==> src/rtl/cnn_error_accumulator.sv <==
// cnn_error_accumulator: scores each CNN output word against a cyclic table of expected values and
// accumulates saturating SSE / SAE / sample count per frame. `CNN_ERR_MAX_TRACK_EN adds peak-error tracking.
module cnn_error_accumulator #(
    parameter int DATA_W  = 16,
    parameter int ADDR_W  = 15,
    parameter int NUM_REF = 30,
    parameter int ACC_W   = 48,
    parameter int CNT_W   = 32
) (
    input  logic                       clk,
    input  logic                       reset,
    input  logic                       ref_we,
    input  logic [$clog2(NUM_REF)-1:0] ref_waddr,
    input  logic signed [DATA_W-1:0]   ref_wdata,
    input  logic                       start,
    input  logic signed [DATA_W-1:0]   out_data,
    input  logic [ADDR_W-1:0]          out_addr,
    input  logic                       out_valid,
    input  logic                       cnn_done,
    output logic [ACC_W-1:0]           sse,
    output logic [ACC_W-1:0]           sae,
    output logic [CNT_W-1:0]           count,
    output logic                       busy,
    output logic                       result_valid,
    output logic                       overflow
`ifdef CNN_ERR_MAX_TRACK_EN
    ,
    output logic [DATA_W:0]            max_abs_err,
    output logic [ADDR_W-1:0]          max_err_addr
`endif
);
    localparam int IDX_W = $clog2(NUM_REF);
    localparam int SQ_W  = 2 * DATA_W + 2;
    localparam int SUM_W = ((ACC_W > SQ_W) ? ACC_W : SQ_W) + 1;
    localparam logic [IDX_W-1:0] LAST_IDX = IDX_W'(NUM_REF - 1);

    typedef enum logic [2:0] {IDLE, RUN, DRAIN1, DRAIN2, DONE} state_t;

    state_t state, state_nxt;
    logic   clear, accept;

    // Add inc into acc; bit ACC_W flags that the result was clamped to all-ones.
    function automatic logic [ACC_W:0] sat_add(input logic [ACC_W-1:0] acc, input logic [SQ_W-1:0] inc);
        logic [SUM_W-1:0] sum;
        sum = SUM_W'(acc) + SUM_W'(inc);
        if (sum > SUM_W'({ACC_W{1'b1}}))
            sat_add = {1'b1, {ACC_W{1'b1}}};
        else
            sat_add = {1'b0, sum[ACC_W-1:0]};
    endfunction

    function automatic logic [CNT_W:0] sat_inc(input logic [CNT_W-1:0] cnt);
        if (&cnt)
            sat_inc = {1'b1, cnt};
        else
            sat_inc = {1'b0, cnt + CNT_W'(1)};
    endfunction

    always_ff @(posedge clk) begin
        if (reset)
            state <= IDLE;
        else
            state <= state_nxt;
    end

    always_comb begin
        state_nxt = state;
        clear     = 1'b0;
        accept    = 1'b0;
        case (state)
            IDLE, DONE: begin
                if (start) begin
                    state_nxt = RUN;
                    clear     = 1'b1;
                end
            end
            RUN: begin
                accept = out_valid;
                if (cnn_done)
                    state_nxt = DRAIN1;
            end
            DRAIN1:  state_nxt = DRAIN2;
            DRAIN2:  state_nxt = DONE;
            default: state_nxt = IDLE;
        endcase
    end

    assign busy         = (state == RUN) || (state == DRAIN1) || (state == DRAIN2);
    assign result_valid = (state == DONE);

    logic signed [DATA_W-1:0] ref_mem [NUM_REF];
    logic [IDX_W-1:0]         idx;
    logic signed [DATA_W-1:0] ref_rd;

    // Reads are combinational ahead of the write edge, so a same-index write lands after S1 used the old value.
    always_ff @(posedge clk) begin
        if (ref_we && (ref_waddr <= LAST_IDX))
            ref_mem[ref_waddr] <= ref_wdata;
    end

    assign ref_rd = ref_mem[idx];

    always_ff @(posedge clk) begin
        if (reset || clear)
            idx <= '0;
        else if (accept)
            idx <= (idx == LAST_IDX) ? '0 : idx + IDX_W'(1);
    end

    // ---- stage 0 -> 1: difference against the expected word ----
    logic signed [DATA_W:0] diff_p0;
    logic [DATA_W:0]        abs_p0;
    logic signed [DATA_W:0] diff_p1;
    logic [DATA_W:0]        abs_p1;
    logic                   vld_p1;

    assign diff_p0 = {out_data[DATA_W-1], out_data} - {ref_rd[DATA_W-1], ref_rd};
    assign abs_p0  = diff_p0[DATA_W] ? $unsigned(-diff_p0) : $unsigned(diff_p0);

    always_ff @(posedge clk) begin
        if (accept) begin
            diff_p1 <= diff_p0;
            abs_p1  <= abs_p0;
        end
    end

    always_ff @(posedge clk) begin
        if (reset)
            vld_p1 <= 1'b0;
        else
            vld_p1 <= accept;
    end

    // ---- stage 1 -> 2: square and accumulate with saturation ----
    logic signed [SQ_W-1:0] diff_ext_p1;
    logic signed [SQ_W-1:0] sq_p1;
    logic [ACC_W:0]         sse_nxt;
    logic [ACC_W:0]         sae_nxt;
    logic [CNT_W:0]         cnt_nxt;

    assign diff_ext_p1 = {{(SQ_W-DATA_W-1){diff_p1[DATA_W]}}, diff_p1};
    assign sq_p1       = diff_ext_p1 * diff_ext_p1;
    assign sse_nxt     = sat_add(sse, $unsigned(sq_p1));
    assign sae_nxt     = sat_add(sae, SQ_W'(abs_p1));
    assign cnt_nxt     = sat_inc(count);

    always_ff @(posedge clk) begin
        if (reset || clear) begin
            sse      <= '0;
            sae      <= '0;
            count    <= '0;
            overflow <= 1'b0;
        end else if (vld_p1) begin
            sse      <= sse_nxt[ACC_W-1:0];
            sae      <= sae_nxt[ACC_W-1:0];
            count    <= cnt_nxt[CNT_W-1:0];
            overflow <= overflow | sse_nxt[ACC_W] | sae_nxt[ACC_W] | cnt_nxt[CNT_W];
        end
    end

`ifdef CNN_ERR_MAX_TRACK_EN
    logic [ADDR_W-1:0] addr_p1;

    always_ff @(posedge clk) begin
        if (accept)
            addr_p1 <= out_addr;
    end

    // Strictly-greater compare keeps the first address on ties.
    always_ff @(posedge clk) begin
        if (reset || clear) begin
            max_abs_err  <= '0;
            max_err_addr <= '0;
        end else if (vld_p1 && (abs_p1 > max_abs_err)) begin
            max_abs_err  <= abs_p1;
            max_err_addr <= addr_p1;
        end
    end
`else
    logic unused_addr;
    assign unused_addr = ^out_addr;
`endif

endmodule

==> config.mk <==
export PLATFORM = sky130hd
export DESIGN_NAME = cnn_error_accumulator
export DESIGN_NICKNAME = d
export VERILOG_FILES = /design/src/rtl/cnn_error_accumulator.sv
export SDC_FILE = /design/constraint.sdc
export NUM_CORES = 1
export LEC_CHECK = 0
export CAP_MARGIN = 20
export CORE_MARGIN = 2
export CORE_UTILIZATION = 55
export DETAILED_ROUTE_END_ITERATION = 10
export GPL_TIMING_DRIVEN = 1
export PLACE_DENSITY = 0.78
export SLEW_MARGIN = 5
export SYNTH_ARGS = -nofsm -noshare
export SYNTH_HDL_FRONTEND = slang
export SYNTH_SLANG_ARGS = --single-unit
export TNS_END_PERCENT = 100
==> constraint.sdc <==
create_clock -name clk -period 12.1 [get_ports clk]
set_input_delay 1.815 -clock clk [delete_from_list [all_inputs] [get_ports clk]]
set_output_delay 1.815 -clock clk [all_outputs]
set_load 0.01 [all_outputs]
### Word level (Yosys, flattened, before mapping)

Memory sizes are Yosys's and may differ from the RTL's. A register that Yosys moved wholly into a read port is not among the register bits.
Cells that the tools add are included.

* bits in registers: 172
* latch bits: 0
* RAM bits: 480
* memory bits (read-only): 0
* output and inout port bits: 131
* logic and storage cells: 56
* memories kept: 1

Memories
* ref_mem: words 30, width 16, rd ports 1, clocked after Yosys merged registers in 1, wr ports 1, RTL line 91 `logic signed [DATA_W-1:0] ref_mem [NUM_REF];`

* add/subtract/negate cells: 6
* multiply operators: 1
* div/mod/pow operators: 0
* $lt $le $gt $ge: 3
* equality and inequality tests: 7
* shift-type cells: 0
* muxes and demuxes: 15
* bitwise logic cells: 4
* reduce and logical (&&, ||, !) cells: 9

Operators with widths (number)
* $gt 49x48->1 const B: 2
* $mux 49: 2
* $add 48x17->49: 1
* $add 48x34->49: 1
* $mul 17x17->34: 1
* $mux 33: 1
* $add 32x1->32 const B: 1
* $reduce_and 32->1: 1
* $neg 17->17: 1
* $sub 16x16->17: 1
* $mux 16: 1
* $mux 5: 3
* $pmux 3 s4: 1
* $eq 3x2->1 const B: 2
* $mux 3: 2
* $add 5x1->5 const B: 1
* $eq 5x5->1 const B: 1
* $le 5x5->1 const B: 1
* $mux 1: 5
* $ne 2x2->1 const B: 2
* $reduce_and 2->1: 2
* $eq 3x1->1 const B: 1
* $eq 3x3->1 const B: 1
* $logic_not 3->1: 1
* 5 further kinds: 9

### Depth between registers and ports, before layout

Gate-level depths: netlist of the first run.

* word-level depth: 7
* depth in mapped cells: 37

### Worst setup path before layout of the first run

No wires, ideal clock.

* kind: flip-flop to flip-flop
* start point: reg diff_p1[5]
* end point: reg sse[46]
* arrival: 8.509 ns
* data required time: 11.978 ns
* path slack: 3.469 ns
* cell stages (with the launch flop): 35
* buffers on the path: 4
* period minus slack after synthesis: 8.631 ns
* path through: edfxtp_1 -> clkbuf_1 -> clkbuf_1 -> nand2_1 -> fa_1 -> inv_1 -> fa_1 -> fa_1 -> fa_1 -> fa_1 -> inv_1 -> fa_1 -> inv_1 -> ha_1 -> a21o_1 -> and4_1 -> a2111oi_1 -> nand4_1 -> a31oi_2 -> o21ai_1 -> inv_1 -> o21ai_0 -> xor2_1 -> ha_1 -> clkbuf_1 -> a21o_1 -> a21o_1 -> a21oi_1 -> nand3_1 -> a211oi_1 -> nor2_1 -> a41o_1 -> buf_2 -> a41o_1 -> o311a_1

* longest elaborated chain between the ends: 4

Ends and longest elaborated chain
* from (decl): RTL line 113 `logic signed [DATA_W:0] diff_p1;`
* from (signal assigned): RTL line 122 `diff_p1 <= diff_p0;`
* $mul 17x17->34 *: RTL line 142 `assign sq_p1 = diff_ext_p1 * diff_ext_p1;`
* $add 48x34->49 *: RTL line 45 `sum = SUM_W'(acc) + SUM_W'(inc);`
* $gt 49x48->1: RTL line 46 `if (sum > SUM_W'({ACC_W{1'b1}}))`
* $mux 49 *: RTL line 46
* to (signal assigned): RTL line 154 `sse <= sse_nxt[ACC_W-1:0];`
* to (decl): RTL line 20 `output logic [ACC_W-1:0] sse,`

Mark *: on every way between the ends. The rest lies on a longest branch, timed or not.
A chain may end at the register's enable or synchronous reset.

### Final worst setup path of the first run

* start point: reg diff_p1[15]
* end point: reg sse[27]

The elaborated chain is that of the path after synthesis.

==> results by group, run 1 <==
Die
  • Initial core utilization: 55.6%
  • I/O pins: approximately 190
  • Die area: 0.0729 mm²
  • Die width: 270 µm
  • Die height: 270 µm
  • CORE AREA: 0.0700 mm²
  • Rows: 97

Clocking
  • CTS tree: done
  • CTS resizes: 0
  • Longest Clk Path Bufs: 3
  • Root Driver: clkbuf_16
  • Clk slew on worst S/H paths: 70 ps
  • Clk Latency, worst-skew pair: 630 ps
  • Post-CTS setup buffers: 0
  • H-tree Lvls: 3
  • Clock Sinks: 656
  • Num CTS Buffers: 70
  • Hold_buf cts: 0

Cells and area
  • Multi-input gate area: 0.0187 mm²
  • Share of layout cells above drive strength 1: a little under an eighth
  • # fillers: 5,123
  • Layout Nets: 3,697
  • Area Overhead vs Synth: 13.2%
  • Sequential Area: 0.0183 mm²

Routing
  • Initial DRC Count: 2,267
  • Post-route ant nets: 0
  • Drt wl/cell: 22.0 µm
  • Drt pass-1 iters: 5
  • Drt drc: 0
  • Via count: about 25,000
  • Drt via density: 5.98
  • Final wirelength: just over 90 mm

Setup path
  • Crit end category: flip-flop
  • WP data required: about 13,000 ps
  • Most used cell, CP: fa_1
  • Crit path DAT: 10,760 ps
  • Max FO, Critical Path: 29
  • WS Path Type: reg2reg
  • CP peak stage delay: between 800 and 900 ps
  • Critical Path Source Type: flip-flop
  • Slowest stage cell, crit path: edfxtp_1

Flow run
  • Max-cap viol count: 0

STA
  • Worst-margin pin slew: approximately 1100 ps
  • Fin Setup TNS: 0 ps
  • RSZ-0062 raised after global routing: false
  • Maximum clock rate: 97.4 MHz
  • Slew headroom: ~29%
  • Final Skew: 42.5 ps
  • Final period util: between 80 and 90%
  • Final Hold Fails: 0
  • Max Slew Vio Count: 0
  • Finish-stage setup viols: 0
  • Min Tclk post-route: 10,260 ps

Placement
  • Hpwl dp: about 64 mm
  • Gpl congestion: 0.878
  • Number of port buffers: 173

Synthesis
  • Leading area contributor after synthesis: edfxtp_1
  • Top FF cell, synth: edfxtp_1
  • Post-synthesis sequential area ratio: between 40% and 50%
  • Yosys cell types: 95
  • Async set-or-reset flop fraction in the synthesized netlist: 0%
  • EDFF count, synth: 513
  • Syn_nets: around 3,500
  • Avg Synthesized Cell Area: 12.8 µm²
  • Synth top area cells: edfxtp_1 (40%), fa_1 (14%), mux4_2 (8.3%)
  • Count leader, synth: edfxtp_1
  • Post-synthesis cell area: between 0.03 and 0.04 mm²
  • Mapped Cells: about 3,000
  • YS warnings: 0
  • Yosys reg bits: 656
  • Post-synth top area share: 39.6%
  • Synth cell count leaders: edfxtp_1 (513), inv_1 (392), fa_1 (272)

GRT
  • Initial antenna violation count: 5
  • Pin count of the biggest net entering global routing: 101
  • Global route overflow: 0
  • GRT Resource Usage Total: 25.8%
  • First-pass GRT wire length: between 100 and 150 mm
  • Vias in the first global route: 26,400

Run status
  • Status: complete, no violations

Worst hold path
  • Hold WC Path Type: reg2reg
-- placed cells by master (no fill, tap or decap), drive strengths merged, types with 23 or more instances in the layout --
cell and count:
ha 160, a21oi 132, a31oi 60, mux4 144
inv 400, nor2 162, and2 71, nand2 162
o21ai 107, clkdlybuf4s50 173, and3 26, edfxtp 513
clkinv 23, xor2 60, xnor2 76, dfxtp 143
nor3 37, nand3 44, a21o 43, nand4 35
fa 272, buf 48, clkbuf 90
-- sequential cells by signal (all words and copies together) (netlist names), named ones only --
name      cells
abs_p1       17
count        32
diff_p1      16
idx           5
overflow      1
ref_mem     480
sae          48
sse          48
state         3
vld_p1        1
-- path summary, 6_finish.rpt --
check / slack (ps) / startpoint / end / depth (start not counted)
worst max-delay path: 1840 / diff_p1[15]$_DFFE_PP_ / sse[27]$_SDFFE_PP0P_ / 32
worst min-delay path: 460 / overflow$_SDFFE_PP0P_ / overflow$_SDFFE_PP0P_ / 2
worst max register to register: 1840 / diff_p1[15]$_DFFE_PP_ / sse[27]$_SDFFE_PP0P_ / 32
worst min register to register: 460 / overflow$_SDFFE_PP0P_ / overflow$_SDFFE_PP0P_ / 2
-- through the flow --
| stage | util [%] | hold WS, ps | instances | setup slack, ps | area (µm²) |
|---|---|---|---|---|---|
| 2_1_floorplan | - | 470 | 3037 | 3470 | 38900 |
| 6_report | 62.9 | 458 | 4206 | 1840 | 44100 |
| 3_3_place_gp | 59.6 | 438 | 4072 | 2030 | 41700 |
| 3_5_place_dp | 59.6 | 443 | 4072 | 1960 | 41700 |
| 5_1_grt | 62.9 | 491 | 4205 | 1320 | 44100 |
| 4_1_cts | 62.8 | 458 | 4200 | 1920 | 44000 |
-- area by class of cell --
type	count	share of cell area (%)
antenna	3	0.0170
clock buffer	90	4.31
clock inverter	38	0.900
inverter	394	3.36
multi-input combinational	1864	42.4
sequential	656	41.5
tap	940	2.67
timing repair buffer	221	4.85
-- logic make-up after synthesis --
logic type | share of synthesized area (%)
flip-flops | 46.9
AND/OR/NAND/NOR | 8.39
buffers and inverters | 5.08
AO/OA/AOI/OAI | 8.04
adder cells (fa/ha/maj) | 19.1
multiplexers | 9.37
XOR/XNOR | 3.06
-- worst max-delay path: cells and delay by family, from the launching register on --
| kind | cells | cell delay (ps) |
|---|---|---|
| buf+inv | 6 | 700 |
| simple gates | 6 | 1290 |
| fa+ha+maj | 8 | 3900 |
| xor+xnor | 1 | 160 |
| compound gates | 11 | 3210 |
| flops | 1 | 870 |
-- layer usage --
layer / global-route usage [%] / vias up / part of all wire, %
met3: 4.16 / 207 / 6.9
met4: 8.48 / 4 / 3.1
met1: 32.8 / 12700 / 39
met2: 45.2 / 1071 / 51
li1: - / 11200 / -
met5: 0 / - / 0.025
Power of run 1 is not shown: default switching activity piles up to over one toggle a cycle in this logic, so the estimate is an artifact.
==> inputs of run 2 (changes only) <==
--- a/config.mk
+++ b/config.mk
@@ -10,7 +10,7 @@
 export CORE_UTILIZATION = 55
 export DETAILED_ROUTE_END_ITERATION = 10
 export GPL_TIMING_DRIVEN = 1
-export PLACE_DENSITY = 0.78
+export PLACE_DENSITY = 0.81
 export SLEW_MARGIN = 5
 export SYNTH_ARGS = -nofsm -noshare
 export SYNTH_HDL_FRONTEND = slang
==> constraint.sdc (replaced) <==
create_clock -name clk -period 9.34 [get_ports clk]
set_input_delay 1.401 -clock clk [delete_from_list [all_inputs] [get_ports clk]]
set_output_delay 1.401 -clock clk [all_outputs]
set_load 0.01 [all_outputs]
==> run 2 against run 1 <==
Global-route usage grew 1.3 points; wire length rose by 6.3%; maximum frequency grew 15%; worst setup slack lost 1400 ps.
==> results by group, run 2 (synthesis gave the netlist of run 1 again) <==
Run status
  • Status: complete, no violations (unchanged)

Cells and area
  • Final Util: 63.7% (was 62.9%)
  • Share of layout cells above drive strength 1: 13.4% (was 11.4%)
  • Area Overhead vs Synth: 14.5% (was 13.2%)
  • Biggest regs: ref_mem x480, sae x48, sse x48 (unchanged)
  • Commonest non-fill, non-tap cell in the layout: edfxtp_1 (unchanged)
  • Top reg by flops: ref_mem (unchanged)
  • Layout Nets: 3,745 (was 3,697)
  • Commonest non-fill, non-tap cells in the layout: edfxtp_1 (513), inv_1 (392), fa_1 (271), clkdlybuf4s50_1 (173), ha_1 (160) (was edfxtp_1 (513), inv_1 (392), fa_1 (272), clkdlybuf4s50_1 (173), nand2_1 (161))
  • Max reg flops: 480 (unchanged)

Routing
  • Drt pass-1 iters: 6 (was 5)
  • Drt via density: 6.02 (was 5.98)
  • Final wirelength: 98.5 mm (was 92.6 mm)
  • Via count: 25,600 (was 25,100)
  • Initial DRC Count: 2,312 (was 2,267)
  • Drt drc: 0 (unchanged)
  • Drt wl/cell: 23.2 µm (was 22.0 µm)
  • Post-route ant nets: 0 (unchanged)

Clocking
  • Clock Sinks: 656 (unchanged)
  • Hold_buf cts: 0 (unchanged)
  • Clk Latency, worst-skew pair: 640 ps (was 630 ps)
  • Longest Clk Path Bufs: 3 (unchanged)
  • Num CTS Buffers: 68 (was 70)
  • H-tree Lvls: 3 (unchanged)
  • CTS tree: done (unchanged)
  • Root Driver: clkbuf_16 (unchanged)
  • Clk slew on worst S/H paths: 60 ps (was 70 ps)

Setup path
  • Crit path DAT: 9390 ps (was 10,760 ps)
  • Critical R2R Capture: sse[40]$_SDFFE_PP0P_ (was sse[27]$_SDFFE_PP0P_)
  • Most used cell, CP: fa_1 (unchanged)
  • Slowest stage cell, crit path: fa_1 (was edfxtp_1)
  • R2R cell count: 31 (was 32)
  • Max FO, Critical Path: 18 (was 29)
  • Crit end category: flip-flop (unchanged)
  • WP data required: 9800 ps (was 12,590 ps)
  • Critical Path Source Type: flip-flop (unchanged)
  • WS Path Type: reg2reg (unchanged)
  • CP peak stage delay: 540 ps (was 870 ps)
  • RR Startpoint: diff_p1[16]$_DFFE_PP_ (was diff_p1[15]$_DFFE_PP_)
  • R2R setup slack: 410 ps (was 1840 ps)

GRT
  • GRT Resource Usage Total: 27.1% (was 25.8%)
  • Vias in the first global route: 25,800 (was 26,400)
  • Initial antenna violation count: 6 (was 5)
  • Pin count of the biggest net entering global routing: 114 (was 101)
  • Global route overflow: 0 (unchanged)
  • First-pass GRT wire length: 151 mm (was 148 mm)

Worst hold path
  • Hold Path End: overflow$_SDFFE_PP0P_ (unchanged)
  • Hold path start: overflow$_SDFFE_PP0P_ (unchanged)
  • Hold Path Cell Cnt: 2 (unchanged)
  • Hold WC Path Type: reg2reg (unchanged)

STA
  • Slew headroom: 22.3% (was 28.6%)
  • Final Skew: 59.5 ps (was 42.5 ps)
  • Min Tclk post-route: 8930 ps (was 10,260 ps)
  • Final Hold Fails: 0 (unchanged)
  • Max Slew Vio Count: 0 (unchanged)
  • Maximum clock rate: 112 MHz (was 97.4 MHz)
  • Finish-stage setup viols: 0 (unchanged)
  • Worst-margin pin slew: 1160 ps (was 1070 ps)
  • Final period util: 95.6% (was 84.8%)

Die
  • Initial core utilization: 55.6% (unchanged)
  • I/O pins: 189 (unchanged)
  • Die area: 0.0729 mm² (unchanged)
  • Die width: 270 µm (unchanged)
  • Die height: 270 µm (unchanged)
  • Rows: 97 (unchanged)
  • CORE AREA: 0.0700 mm² (unchanged)

Placement
  • Number of port buffers: 173 (unchanged)
  • Hpwl dp: 67.1 mm (was 64.4 mm)
  • Gpl congestion: 0.954 (was 0.878)

Flow run
  • Max-cap viol count: 0 (unchanged)
[run 2: area by class of cell]
| class | instances | area (µm²) |
|---|---|---|
| Sequential cell | 656 | 18300 |
| Clock inverter | 32 | 408 |
| Inverter | 394 | 1480 |
| Antenna cell | 1 | 2.50 |
| Fill cell | 5054 | 25500 |
| Timing Repair Buffer | 271 | 2570 |
| Tap cell | 940 | 1180 |
| Multi-Input combinational cell | 1864 | 18800 |
| Clock buffer | 92 | 1900 |
[run 2: routing by layer]
metal	vias to the layer above	share of wire, %	track usage (%)
met4	12	4.0	9.71
li1	11300	-	-
met5	-	0.073	0
met2	1237	50	46.3
met1	12800	38	34.8
met3	243	7.9	5.02
[run 2: critical path: cells and delay by family, from the launching register on]
| family | cells | cell delay, ps |
|---|---|---|
| AO/OA/AOI/OAI | 11 | 2700 |
| AND/OR/NAND/NOR | 6 | 840 |
| adder cells (fa/ha/maj) | 8 | 3830 |
| XOR/XNOR | 1 | 190 |
| flip-flops | 1 | 520 |
| buffers and inverters | 5 | 660 |
[run 2: repair_timing]
item                       CTS  global route
setup endpoints to repair    0            49
resized for setup            0             8
buffers inserted             0            15
[run 2: worst max-delay path by stage]
| stage | start | endpoint | slack, ps |
|---|---|---|---|
| 6_report | diff_p1[16]$_DFFE_PP_ | sse[40]$_SDFFE_PP0P_ | 410 |
| 5_1_grt | diff_p1[16]$_DFFE_PP_ | sse[19]$_SDFFE_PP0P_ | -20 |
| 4_1_cts | diff_p1[16]$_DFFE_PP_ | sse[19]$_SDFFE_PP0P_ | 130 |
| 3_5_place_dp | diff_p1[16]$_DFFE_PP_ | sse[28]$_SDFFE_PP0P_ | 190 |
| 3_3_place_gp | diff_p1[16]$_DFFE_PP_ | sse[26]$_SDFFE_PP0P_ | 230 |
| 2_1_floorplan | diff_p1[5]$_DFFE_PP_ | sse[46]$_SDFFE_PP0P_ | 710 |
[run 2: metrics by stage]
| stage | cell area (µm²) | setup TNS (ps) | std cells | worst slack (ps) | hold slack (ps) |
|---|---|---|---|---|---|
| final | 44600 | 0 | 4250 | 407 | 450 |
| after global routing | 44600 | -105 | 4249 | -22.9 | 488 |
| after CTS | 44300 | 0 | 4228 | 128 | 456 |
| after detailed placement | 42000 | 0 | 4104 | 194 | 445 |
| after global placement | 42000 | 0 | 4101 | 232 | 435 |
| after floorplan | 38900 | 0 | 3037 | 709 | 470 |
Power of run 2 is left out for the same reason.
